[src/rtl/lsu_lsq_ring_if.sv]
// Bundle of the LSQ ring's dispatch, DTLB, wakeup, issue, response and retire signals.
interface lsu_lsq_ring_if #(
  parameter int unsigned DEPTH    = 8,
  parameter int unsigned PTR_W    = $clog2(DEPTH),
  parameter int unsigned VTAG_W   = 20,
  parameter int unsigned TAG_W    = 28,
  parameter int unsigned PLD_W    = 64,
  parameter int unsigned ECAUSE_W = 5
) ();

  logic                flush_i;

  logic                enq_vld_i;
  logic                enq_rdy_o;
  logic                enq_ls_i;
  logic                enq_fenced_i;
  logic                enq_awake_i;
  logic [VTAG_W-1:0]   enq_vtag_i;
  logic [PLD_W-1:0]    enq_pld_i;
  logic                enq_exc_i;
  logic [ECAUSE_W-1:0] enq_ecause_i;
  logic [PTR_W-1:0]    enq_idx_o;

  logic                tlb_vld_i;
  logic [PTR_W-1:0]    tlb_idx_i;
  logic [TAG_W-1:0]    tlb_tag_i;
  logic                tlb_exc_i;
  logic [ECAUSE_W-1:0] tlb_ecause_i;

  logic                wake_vld_i;
  logic [PTR_W-1:0]    wake_idx_i;

  logic                iss_vld_o;
  logic                iss_rdy_i;
  logic [PTR_W-1:0]    iss_idx_o;
  logic                iss_ls_o;
  logic [TAG_W-1:0]    iss_tag_o;
  logic [PLD_W-1:0]    iss_pld_o;

  logic                resp_vld_i;
  logic [PTR_W-1:0]    resp_idx_i;
  logic                resp_replay_i;

  logic                deq_vld_o;
  logic                deq_rdy_i;
  logic                deq_ls_o;
  logic [PLD_W-1:0]    deq_pld_o;
  logic                deq_exc_o;
  logic [ECAUSE_W-1:0] deq_ecause_o;

  logic [PTR_W:0]      count_o;

  // Queue side.
  modport slave (
    input  flush_i,
    input  enq_vld_i, enq_ls_i, enq_fenced_i, enq_awake_i, enq_vtag_i, enq_pld_i,
    input  enq_exc_i, enq_ecause_i,
    output enq_rdy_o, enq_idx_o,
    input  tlb_vld_i, tlb_idx_i, tlb_tag_i, tlb_exc_i, tlb_ecause_i,
    input  wake_vld_i, wake_idx_i,
    output iss_vld_o, iss_idx_o, iss_ls_o, iss_tag_o, iss_pld_o,
    input  iss_rdy_i,
    input  resp_vld_i, resp_idx_i, resp_replay_i,
    output deq_vld_o, deq_ls_o, deq_pld_o, deq_exc_o, deq_ecause_o,
    input  deq_rdy_i,
    output count_o
  );

  // Dispatch / DTLB / LSU pipe side.
  modport master (
    output flush_i,
    output enq_vld_i, enq_ls_i, enq_fenced_i, enq_awake_i, enq_vtag_i, enq_pld_i,
    output enq_exc_i, enq_ecause_i,
    input  enq_rdy_o, enq_idx_o,
    output tlb_vld_i, tlb_idx_i, tlb_tag_i, tlb_exc_i, tlb_ecause_i,
    output wake_vld_i, wake_idx_i,
    input  iss_vld_o, iss_idx_o, iss_ls_o, iss_tag_o, iss_pld_o,
    output iss_rdy_i,
    output resp_vld_i, resp_idx_i, resp_replay_i,
    input  deq_vld_o, deq_ls_o, deq_pld_o, deq_exc_o, deq_ecause_o,
    output deq_rdy_i,
    input  count_o
  );

endinterface

[src/rtl/lsu_lsq_ring.sv]
// Circular load/store queue: in-order allocate, oldest-ready out-of-order issue with fence
// ordering and replay, in-order retire from head.
module lsu_lsq_ring #(
  parameter int unsigned DEPTH    = 8,
  parameter int unsigned PTR_W    = $clog2(DEPTH),
  parameter int unsigned VTAG_W   = 20,
  parameter int unsigned TAG_W    = 28,
  parameter int unsigned PLD_W    = 64,
  parameter int unsigned ECAUSE_W = 5
) (
  input  logic            clk,
  input  logic            rst,
  lsu_lsq_ring_if.slave   bus
);

  // Pointers carry a wrap bit above the slot index.
  logic [PTR_W:0]   head_q, head_d;
  logic [PTR_W:0]   tail_q, tail_d;
  logic [PTR_W-1:0] head_idx, tail_idx;

  // Per-entry flags, one bit per slot.
  logic [DEPTH-1:0] vld_q, vld_d;
  logic [DEPTH-1:0] ls_q, ls_d;
  logic [DEPTH-1:0] fenced_q, fenced_d;
  logic [DEPTH-1:0] awake_q, awake_d;
  logic [DEPTH-1:0] virt_q, virt_d;
  logic [DEPTH-1:0] exec_q, exec_d;
  logic [DEPTH-1:0] succ_q, succ_d;
  logic [DEPTH-1:0] exc_q, exc_d;

  // Per-entry data.
  logic [ECAUSE_W-1:0] ecause_q [DEPTH];
  logic [ECAUSE_W-1:0] ecause_d [DEPTH];
  logic [TAG_W-1:0]    tag_q    [DEPTH];
  logic [TAG_W-1:0]    tag_d    [DEPTH];
  logic [PLD_W-1:0]    pld_q    [DEPTH];
  logic [PLD_W-1:0]    pld_d    [DEPTH];

  logic             full;
  logic             enq_fire;
  logic             iss_fire;
  logic             deq_vld;
  logic             deq_fire;
  logic [DEPTH-1:0] base_elig;
  logic             iss_found;
  logic [PTR_W-1:0] iss_sel;
  logic             fence_block;
  logic [PTR_W-1:0] scan_idx;

  assign head_idx = head_q[PTR_W-1:0];
  assign tail_idx = tail_q[PTR_W-1:0];
  assign full     = (head_idx == tail_idx) && (head_q[PTR_W] != tail_q[PTR_W]);

  assign enq_fire = bus.enq_vld_i & ~full;
  assign deq_vld  = vld_q[head_idx] & (succ_q[head_idx] | exc_q[head_idx]);
  assign deq_fire = deq_vld & bus.deq_rdy_i;
  assign iss_fire = iss_found & bus.iss_rdy_i;

  // Entry-local readiness, before the ordering constraints.
  assign base_elig = vld_q & awake_q & ~virt_q & ~exec_q & ~succ_q & ~exc_q;

  // Oldest-first scan from head; a pending fence blocks everything younger than it,
  // and a fenced entry itself may only go from head.
  always_comb begin
    iss_found   = 1'b0;
    iss_sel     = '0;
    fence_block = 1'b0;
    scan_idx    = '0;
    for (int unsigned i = 0; i < DEPTH; i++) begin
      scan_idx = head_idx + PTR_W'(i);
      if (!iss_found && !fence_block && base_elig[scan_idx] &&
          (!fenced_q[scan_idx] || i == 0)) begin
        iss_found = 1'b1;
        iss_sel   = scan_idx;
      end
      if (vld_q[scan_idx] && fenced_q[scan_idx] && !succ_q[scan_idx]) begin
        fence_block = 1'b1;
      end
    end
  end

  // Next-state: fill, wakeup, issue, response, retire, enqueue; flush overrides all.
  always_comb begin
    head_d   = head_q;
    tail_d   = tail_q;
    vld_d    = vld_q;
    ls_d     = ls_q;
    fenced_d = fenced_q;
    awake_d  = awake_q;
    virt_d   = virt_q;
    exec_d   = exec_q;
    succ_d   = succ_q;
    exc_d    = exc_q;
    ecause_d = ecause_q;
    tag_d    = tag_q;
    pld_d    = pld_q;

    if (bus.tlb_vld_i && vld_q[bus.tlb_idx_i]) begin
      tag_d[bus.tlb_idx_i]  = bus.tlb_tag_i;
      virt_d[bus.tlb_idx_i] = 1'b0;
      if (bus.tlb_exc_i) begin
        exc_d[bus.tlb_idx_i]    = 1'b1;
        ecause_d[bus.tlb_idx_i] = bus.tlb_ecause_i;
      end
    end

    if (bus.wake_vld_i && vld_q[bus.wake_idx_i]) begin
      awake_d[bus.wake_idx_i] = 1'b1;
    end

    if (iss_fire) begin
      exec_d[iss_sel] = 1'b1;
    end

    // Replay only drops exec; awake and the physical tag survive for re-issue.
    if (bus.resp_vld_i && vld_q[bus.resp_idx_i] && exec_q[bus.resp_idx_i]) begin
      exec_d[bus.resp_idx_i] = 1'b0;
      if (!bus.resp_replay_i) begin
        succ_d[bus.resp_idx_i] = 1'b1;
      end
    end

    if (deq_fire) begin
      vld_d[head_idx] = 1'b0;
      head_d          = head_q + 1'b1;
    end

    // Tail slot is always invalid when not full, so this never collides with the above.
    if (enq_fire) begin
      vld_d[tail_idx]    = 1'b1;
      ls_d[tail_idx]     = bus.enq_ls_i;
      fenced_d[tail_idx] = bus.enq_fenced_i;
      awake_d[tail_idx]  = bus.enq_awake_i;
      virt_d[tail_idx]   = 1'b1;
      exec_d[tail_idx]   = 1'b0;
      succ_d[tail_idx]   = 1'b0;
      exc_d[tail_idx]    = bus.enq_exc_i;
      ecause_d[tail_idx] = bus.enq_ecause_i;
      tag_d[tail_idx]    = TAG_W'(bus.enq_vtag_i);
      pld_d[tail_idx]    = bus.enq_pld_i;
      tail_d             = tail_q + 1'b1;
    end

    if (bus.flush_i) begin
      vld_d  = '0;
      exec_d = '0;
      succ_d = '0;
      head_d = '0;
      tail_d = '0;
    end
  end

  // State registers with asynchronous reset.
  always_ff @(posedge clk or posedge rst) begin
    if (rst) begin
      head_q   <= '0;
      tail_q   <= '0;
      vld_q    <= '0;
      ls_q     <= '0;
      fenced_q <= '0;
      awake_q  <= '0;
      virt_q   <= '0;
      exec_q   <= '0;
      succ_q   <= '0;
      exc_q    <= '0;
      for (int unsigned i = 0; i < DEPTH; i++) begin
        ecause_q[i] <= '0;
        tag_q[i]    <= '0;
        pld_q[i]    <= '0;
      end
    end else begin
      head_q   <= head_d;
      tail_q   <= tail_d;
      vld_q    <= vld_d;
      ls_q     <= ls_d;
      fenced_q <= fenced_d;
      awake_q  <= awake_d;
      virt_q   <= virt_d;
      exec_q   <= exec_d;
      succ_q   <= succ_d;
      exc_q    <= exc_d;
      ecause_q <= ecause_d;
      tag_q    <= tag_d;
      pld_q    <= pld_d;
    end
  end

  // Outputs; issue and retire contents are zeroed when not valid.
  always_comb begin
    bus.enq_rdy_o    = ~full;
    bus.enq_idx_o    = tail_idx;
    bus.count_o      = tail_q - head_q;

    bus.iss_vld_o    = iss_found;
    bus.iss_idx_o    = '0;
    bus.iss_ls_o     = 1'b0;
    bus.iss_tag_o    = '0;
    bus.iss_pld_o    = '0;
    if (iss_found) begin
      bus.iss_idx_o  = iss_sel;
      bus.iss_ls_o   = ls_q[iss_sel];
      bus.iss_tag_o  = tag_q[iss_sel];
      bus.iss_pld_o  = pld_q[iss_sel];
    end

    bus.deq_vld_o    = deq_vld;
    bus.deq_ls_o     = 1'b0;
    bus.deq_pld_o    = '0;
    bus.deq_exc_o    = 1'b0;
    bus.deq_ecause_o = '0;
    if (deq_vld) begin
      bus.deq_ls_o     = ls_q[head_idx];
      bus.deq_pld_o    = pld_q[head_idx];
      bus.deq_exc_o    = exc_q[head_idx];
      bus.deq_ecause_o = ecause_q[head_idx];
    end
  end

endmodule
[src/flat_wrapper.sv]
// flat-port wrapper written by rule: the top's interface ports become plain ports
module lsu_lsq_ring_flat 
#(
  parameter int unsigned DEPTH    = 8,
  parameter int unsigned PTR_W    = $clog2(DEPTH),
  parameter int unsigned VTAG_W   = 20,
  parameter int unsigned TAG_W    = 28,
  parameter int unsigned PLD_W    = 64,
  parameter int unsigned ECAUSE_W = 5
)
  (clk, rst, bus_flush_i, bus_enq_vld_i, bus_enq_ls_i, bus_enq_fenced_i, bus_enq_awake_i, bus_enq_vtag_i, bus_enq_pld_i, bus_enq_exc_i, bus_enq_ecause_i, bus_enq_rdy_o, bus_enq_idx_o, bus_tlb_vld_i, bus_tlb_idx_i, bus_tlb_tag_i, bus_tlb_exc_i, bus_tlb_ecause_i, bus_wake_vld_i, bus_wake_idx_i, bus_iss_vld_o, bus_iss_idx_o, bus_iss_ls_o, bus_iss_tag_o, bus_iss_pld_o, bus_iss_rdy_i, bus_resp_vld_i, bus_resp_idx_i, bus_resp_replay_i, bus_deq_vld_o, bus_deq_ls_o, bus_deq_pld_o, bus_deq_exc_o, bus_deq_ecause_o, bus_deq_rdy_i, bus_count_o);
  lsu_lsq_ring_if #(.DEPTH(DEPTH), .PTR_W(PTR_W), .VTAG_W(VTAG_W), .TAG_W(TAG_W), .PLD_W(PLD_W), .ECAUSE_W(ECAUSE_W)) bus_i ();
  input  logic clk;
  input  logic rst;
  input wire logic [$bits(bus_i.flush_i)-1:0] bus_flush_i;
  input wire logic [$bits(bus_i.enq_vld_i)-1:0] bus_enq_vld_i;
  input wire logic [$bits(bus_i.enq_ls_i)-1:0] bus_enq_ls_i;
  input wire logic [$bits(bus_i.enq_fenced_i)-1:0] bus_enq_fenced_i;
  input wire logic [$bits(bus_i.enq_awake_i)-1:0] bus_enq_awake_i;
  input wire logic [$bits(bus_i.enq_vtag_i)-1:0] bus_enq_vtag_i;
  input wire logic [$bits(bus_i.enq_pld_i)-1:0] bus_enq_pld_i;
  input wire logic [$bits(bus_i.enq_exc_i)-1:0] bus_enq_exc_i;
  input wire logic [$bits(bus_i.enq_ecause_i)-1:0] bus_enq_ecause_i;
  output wire logic [$bits(bus_i.enq_rdy_o)-1:0] bus_enq_rdy_o;
  output wire logic [$bits(bus_i.enq_idx_o)-1:0] bus_enq_idx_o;
  input wire logic [$bits(bus_i.tlb_vld_i)-1:0] bus_tlb_vld_i;
  input wire logic [$bits(bus_i.tlb_idx_i)-1:0] bus_tlb_idx_i;
  input wire logic [$bits(bus_i.tlb_tag_i)-1:0] bus_tlb_tag_i;
  input wire logic [$bits(bus_i.tlb_exc_i)-1:0] bus_tlb_exc_i;
  input wire logic [$bits(bus_i.tlb_ecause_i)-1:0] bus_tlb_ecause_i;
  input wire logic [$bits(bus_i.wake_vld_i)-1:0] bus_wake_vld_i;
  input wire logic [$bits(bus_i.wake_idx_i)-1:0] bus_wake_idx_i;
  output wire logic [$bits(bus_i.iss_vld_o)-1:0] bus_iss_vld_o;
  output wire logic [$bits(bus_i.iss_idx_o)-1:0] bus_iss_idx_o;
  output wire logic [$bits(bus_i.iss_ls_o)-1:0] bus_iss_ls_o;
  output wire logic [$bits(bus_i.iss_tag_o)-1:0] bus_iss_tag_o;
  output wire logic [$bits(bus_i.iss_pld_o)-1:0] bus_iss_pld_o;
  input wire logic [$bits(bus_i.iss_rdy_i)-1:0] bus_iss_rdy_i;
  input wire logic [$bits(bus_i.resp_vld_i)-1:0] bus_resp_vld_i;
  input wire logic [$bits(bus_i.resp_idx_i)-1:0] bus_resp_idx_i;
  input wire logic [$bits(bus_i.resp_replay_i)-1:0] bus_resp_replay_i;
  output wire logic [$bits(bus_i.deq_vld_o)-1:0] bus_deq_vld_o;
  output wire logic [$bits(bus_i.deq_ls_o)-1:0] bus_deq_ls_o;
  output wire logic [$bits(bus_i.deq_pld_o)-1:0] bus_deq_pld_o;
  output wire logic [$bits(bus_i.deq_exc_o)-1:0] bus_deq_exc_o;
  output wire logic [$bits(bus_i.deq_ecause_o)-1:0] bus_deq_ecause_o;
  input wire logic [$bits(bus_i.deq_rdy_i)-1:0] bus_deq_rdy_i;
  output wire logic [$bits(bus_i.count_o)-1:0] bus_count_o;
  assign bus_i.flush_i = bus_flush_i;
  assign bus_i.enq_vld_i = bus_enq_vld_i;
  assign bus_i.enq_ls_i = bus_enq_ls_i;
  assign bus_i.enq_fenced_i = bus_enq_fenced_i;
  assign bus_i.enq_awake_i = bus_enq_awake_i;
  assign bus_i.enq_vtag_i = bus_enq_vtag_i;
  assign bus_i.enq_pld_i = bus_enq_pld_i;
  assign bus_i.enq_exc_i = bus_enq_exc_i;
  assign bus_i.enq_ecause_i = bus_enq_ecause_i;
  assign bus_enq_rdy_o = bus_i.enq_rdy_o;
  assign bus_enq_idx_o = bus_i.enq_idx_o;
  assign bus_i.tlb_vld_i = bus_tlb_vld_i;
  assign bus_i.tlb_idx_i = bus_tlb_idx_i;
  assign bus_i.tlb_tag_i = bus_tlb_tag_i;
  assign bus_i.tlb_exc_i = bus_tlb_exc_i;
  assign bus_i.tlb_ecause_i = bus_tlb_ecause_i;
  assign bus_i.wake_vld_i = bus_wake_vld_i;
  assign bus_i.wake_idx_i = bus_wake_idx_i;
  assign bus_iss_vld_o = bus_i.iss_vld_o;
  assign bus_iss_idx_o = bus_i.iss_idx_o;
  assign bus_iss_ls_o = bus_i.iss_ls_o;
  assign bus_iss_tag_o = bus_i.iss_tag_o;
  assign bus_iss_pld_o = bus_i.iss_pld_o;
  assign bus_i.iss_rdy_i = bus_iss_rdy_i;
  assign bus_i.resp_vld_i = bus_resp_vld_i;
  assign bus_i.resp_idx_i = bus_resp_idx_i;
  assign bus_i.resp_replay_i = bus_resp_replay_i;
  assign bus_deq_vld_o = bus_i.deq_vld_o;
  assign bus_deq_ls_o = bus_i.deq_ls_o;
  assign bus_deq_pld_o = bus_i.deq_pld_o;
  assign bus_deq_exc_o = bus_i.deq_exc_o;
  assign bus_deq_ecause_o = bus_i.deq_ecause_o;
  assign bus_i.deq_rdy_i = bus_deq_rdy_i;
  assign bus_count_o = bus_i.count_o;
  lsu_lsq_ring #(.DEPTH(DEPTH), .PTR_W(PTR_W), .VTAG_W(VTAG_W), .TAG_W(TAG_W), .PLD_W(PLD_W), .ECAUSE_W(ECAUSE_W)) u_core (.clk(clk), .rst(rst), .bus(bus_i));
endmodule
[config.mk]
export PLATFORM = sky130hd
export DESIGN_NAME = lsu_lsq_ring_flat
export DESIGN_NICKNAME = d
export VERILOG_FILES = /design/src/rtl/lsu_lsq_ring_if.sv /design/src/rtl/lsu_lsq_ring.sv /design/src/flat_wrapper.sv
export SDC_FILE = /design/constraint.sdc
export NUM_CORES = 2
export LEC_CHECK = 0
export CAP_MARGIN = 25
export CORE_MARGIN = 10
export CORE_UTILIZATION = 60
export CTS_BUF_LIST = sky130_fd_sc_hd__clkbuf_8
export CTS_CLUSTER_DIAMETER = 200
export CTS_CLUSTER_SIZE = 25
export DETAILED_ROUTE_END_ITERATION = 8
export GPL_ROUTABILITY_DRIVEN = 0
export PLACE_DENSITY_LB_ADDON = 0.2
export SYNTH_ARGS = -nofsm -noshare
export SYNTH_HDL_FRONTEND = slang
export SYNTH_SLANG_ARGS = --single-unit
[constraint.sdc]
create_clock -name clk -period 34.2 [get_ports clk]
set_clock_uncertainty 0.05 [all_clocks]
set_input_delay 6.84 -clock clk [delete_from_list [all_inputs] [get_ports clk]]
set_output_delay 6.84 -clock clk [all_outputs]
set_load 0.005 [all_outputs]
## Word-level counts from Yosys, hierarchy flattened

Index checks and enable logic that the tools add are counted.

- Register bits: 848
- Input port bits: 146
- Output and inout bits: 177
- Logic and storage cells: 358

- $add $sub $neg: 10
- $lt $le $gt $ge: 25
- Eq/ne operators: 2
- Mux-type cells: 175
- Bitwise gates (word level): 34
- Reduce and logical (&&, ||, !) cells: 78

Operators by type and width:

| operator | count |
|---|---|
| 512-bit bitwise mux | 1 |
| 224-bit bitwise mux | 2 |
| 224-bit 2-to-1 mux | 2 |
| 64-bit 2-to-1 mux | 7 |
| 64-bit binary-select mux with 3-bit select | 2 |
| 64-bit demux with 3-bit select | 1 |
| 28-bit demux with 3-bit select | 2 |
| 8-bit 2-to-1 mux | 18 |
| 28-bit 2-to-1 mux | 5 |
| 40-bit 2-to-1 mux | 3 |
| 1-bit binary-select mux with 3-bit select | 37 |
| 28-bit binary-select mux with 3-bit select | 1 |
| 8-bit AND | 10 |
| 40-bit bitwise mux | 2 |
| 8-bit inverter | 8 |
| 1-bit 2-to-1 mux | 61 |
| 3-bit by 4-bit less-than comparator with 1-bit output, second input constant | 13 |
| 1-bit logical AND | 48 |
| 8-bit OR | 6 |
| 8-bit bitwise mux | 4 |
| 5-bit demux with 3-bit select | 2 |
| 1-bit logical NOT | 28 |
| 3-bit 2-to-1 mux | 9 |
| 5-bit 2-to-1 mux | 5 |
| 18 further kinds | 47 |

## Depth between registers and ports, before layout

- Depth after elaboration: 54
- Gate-level depth with buffers: 23
- Depth with buffers taken out: 15

## Worst setup path after synthesis

No wires, ideal clock.

- Kind: register -> output
- Start: register u_core.head_q[0]
- End: output port bus_iss_pld_o[0]
- Arrival: 4,480 ps
- Required time: 27,310 ps
- Setup slack: 22,830 ps
- Cell stages (with the launch flop): 20
- Path buffers: 6
- Path through: dfrtp_1 > buf_6 > inv_1 > clkbuf_1 > ha_1 > buf_2 > buf_4 > nor4b_1 > o41a_1 > mux2_2 > o22ai_1 > nor3b_2 > nor3_1 > or3b_2 > o22ai_2 > nor2_2 > buf_6 > nand3_1 > buf_2 > o221ai_2

- Cells in the longest elaborated chain, start to end: 45
- Elaborated cells on any way between the ends: 158
- Those cells by class: 7 x add/sub; 87 x mux; 1 x bitwise; 63 x reduce/logical

RTL lines:

| item | line | RTL |
|---|---|---|
| start: declaration | lsu_lsq_ring.sv:17 | `logic [PTR_W:0] head_q, head_d;` |
| start signal: assignment | lsu_lsq_ring.sv:156 | `head_q <= '0;` |
| start signal: assignment | lsu_lsq_ring.sv:172 | `head_q <= head_d;` |
| parallel branches: the longest is 44 deep, another holds 3-bit by 1-bit adder with 3-bit output | -- |  |
| 64-bit 2-to-1 mux (*) | lsu_lsq_ring.sv:199 | `if (iss_found) begin` |
| end: declaration | flat_wrapper.sv:37 | `output wire logic [$bits(bus_i.iss_pld_o)-1:0] bus_iss_pld_o;` |

Every way passes the cells marked *. The select of a mux whose other input is x is not followed.

## Worst setup path after layout

- Start: register u_core.head_q[1]
- End: output port bus_iss_pld_o[60]

Same word-level chain as after synthesis.

==> flow_summary.toml <==
[power]
peakVddDrop_mv = 0.04283
p_per_area_mw_per_mm2 = 49.39
sw_frac_of_total_pct = 35.22
p_int_mw = 1.642
leakage_nw = 25.79
pwr-share-seq_pct = 51.6
pwr-share-comb_pct = 31.8
clkPwrFrac_pct = 16.7
power_switching_mw = 0.8927

[setup_path]
cp-start-kind = "flip-flop"
critPathRequiredTime_ns = 27.31
path_class = "reg2out"
end_kind = "output port"
worstPathArrival_ns = 8.92
crit_fanout = 68

[die]
design.core.area_mm2 = 0.07900
ios = 323
rows = 103
die_y_um = 302.1
floorplan.initialDensity_pct = 60.45
die_area_mm2 = 0.09128
die_x_um = 302.1

[finish]
reg_top3 = "u_core.pld_q: 512 flops, u_core.tag_q: 224 flops, u_core.ecause_q: 40 flops"
final_cell_mix = "nand2_1 (2247), dfrtp_1 (845), mux2i_1 (490)"
drive_above_1_share_pct = 7.703
fin_cells = 6331
synthToLayoutAreaGrowth_pct = 7.459
top_register = "u_core.pld_q"
fin_nets = 5426
final_common_cell = "nand2_1"
final_util_pct = 64.96
largest_reg_flops = 512

[cts]
cts_buffer_depth = 3
cts.clk_slew.worst_paths_ns = 0.17
cts_root_buffer = "clkbuf_8"
cts_tree = "yes"
cts_setup_buffers = 0
cts_buffers = 39
cts_sinks = 848
hold_buffers = 0
cts_resized = 0
htree_levels = 2
clk_latency_ns = 0.71

[routing]
wire_per_inst_um = 24.98
routed_wl_mm = 158.1
final_antenna_net_count = 0
via_per_inst = 6.442
vias = 40787
drc = 0
drt_iter0_markers = 5139
dr.pass1.iters = 6

[placed_design]
dp.final_hpwl_mm = 93.21
place_inst = 6275
port_buffers = 322

[yosys]
postSynth.asyncResetShare_pct = 100.0
synth-edff-count = 0
postSynthAreaPerCell_um2 = 8.932
netlist_area_mm2 = 0.04776
ys_ff_latch = 848
synth_cells = 5347
syn-num-nets = 5504
synth_warnings = 0
synthFlopType = "dfrtp_1"
yosysSeqAreaShare_pct = 44.43
ys_types = 89

[timing]
setup_viol = 0
drv_slew = 0
slew_headroom_pct = 6.175
post-route-min-period_ns = 15.81
hold_viol_final = 0
rsz0062_at_grt = "false"
fin_crit_sh_pct = 46.24
final.setup.tns_ns = 0
tightest_slew_ns = 1.407
fmax_ghz = 0.06323

[global_routing]
grt_max_degree = 170
grt_pass1_wl_mm = 240.3
antenna_found_initial = 16
grt_use_total_pct = 33.68
grt_overflow_total = 0
grt_pass1_vias = 39557

[status]
status = "complete, no violations"

[job]
maxCapViolations = 0

[hold_path]
hp-class = "reg2reg"
-- metal layers --
metal | up-vias | wire, um | global-route usage, %
met1 | 20132 | 62540 | 45.57
met2 | 2478 | 72610 | 52.66
met3 | 374 | 16980 | 7.427
met5 | - | 100 | 0
li1 | 17787 | - | -
met4 | 16 | 5914 | 13.04
-- through the flow --
step / setup WS, ns / power (mW) / hold WS, ns / cell area, um2
CTS: 18.21 / 2.523 / 0.4630 / 51210
global placement: 19.05 / 2.092 / 0.4194 / 50630
finish: 18.39 / 2.535 / 0.4619 / 51320
detailed placement: 18.99 / 2.115 / 0.4294 / 50650
global route: 18.15 / 2.653 / 0.4771 / 51310
floorplan: 3.484 / 1.835 / 0.3926 / 47760
-- cell type report --
| cell class | instances | area [um2] |
|---|---|---|
| Clock inverter | 3 | 15.01 |
| Fill cell | 6581 | 27680 |
| Clock buffer | 40 | 550.5 |
| Sequential cell | 848 | 21230 |
| Antenna cell | 10 | 25.02 |
| Tap cell | 1050 | 1314 |
| Inverter | 20 | 85.08 |
| Timing Repair Buffer | 396 | 3890 |
| Multi-Input combinational cell | 3964 | 24210 |
-- cell usage after synthesis (21+ instances only) --
library cell | count | area share, %
nand3_1 | 21 | 0.22
dfrtp_1 | 848 | 44
nand2b_1 | 21 | 0.28
o22ai_1 | 30 | 0.39
buf_1 | 47 | 0.37
mux2i_1 | 490 | 10
nor2_1 | 183 | 1.4
buf_2 | 52 | 0.54
nor3_1 | 26 | 0.27
a22oi_1 | 22 | 0.35
o21ai_0 | 137 | 1.4
buf_6 | 21 | 0.50
buf_4 | 74 | 1.2
a211o_1 | 22 | 0.40
o221ai_2 | 72 | 2.3
o22a_1 | 72 | 1.3
mux4_2 | 154 | 7.3
nand2_1 | 2251 | 18
a21oi_1 | 151 | 1.6
clkbuf_1 | 319 | 2.5
a31oi_1 | 112 | 1.5
-- power by group through the flow --
stage	Combinational (mW)	Clock, mW	Sequential (mW)
4_1_cts	0.797	0.426	1.30
3_3_place_gp	0.779	0	1.31
3_5_place_dp	0.795	0	1.32
6_report	0.805	0.423	1.31
2_1_floorplan	0.555	0	1.28
5_1_grt	0.869	0.459	1.33
-- critical path, cell delays in order, from the launching register on --
cell and delay (ns):
dfrtp_4 1.16, buf_4 0.87, mux4_2 0.66, nand3b_1 0.31, nand2_1 0.17, o22ai_1 0.19, nor3b_2 0.24, nor3_1 0.53
or3b_2 0.54, o22ai_4 0.10, buf_4 0.39, nor2_4 0.08, inv_2 0.36, buf_4 0.49, nand2_4 0.35, buf_4 0.55
o22a_1 0.35, o221ai_2 0.07, clkdlybuf4s50_1 0.69
-- path summary, 6_finish.rpt --
check	start	end	slack, ns	cells after the start
worst max-delay path	u_core.head_q[1]	bus_iss_pld_o[60]	18.39	18
worst min-delay path	u_core.pld_q[19]	u_core.pld_q[19]	0.46	2
worst max register to register	u_core.head_q[1]	u_core.exec_q[7]	26.50	17
worst min register to register	u_core.pld_q[19]	u_core.pld_q[19]	0.46	2
max in group asynchronous	rst	u_core.pld_q[174]	23.48	6
min in group asynchronous	rst	u_core.ecause_q[32]	6.67	2
-- logic make-up after synthesis --
family | Yosys count | share of synthesized area [%]
flip-flops | 848 | 44.43
multiplexers | 654 | 17.79
XOR/XNOR | 11 | 0.2017
AO/OA/AOI/OAI | 680 | 10.41
adder cells (fa/ha/maj) | 11 | 0.3039
buffers and inverters | 535 | 5.279
AND/OR/NAND/NOR | 2608 | 21.58
Power figures use the tool's default switching activity.
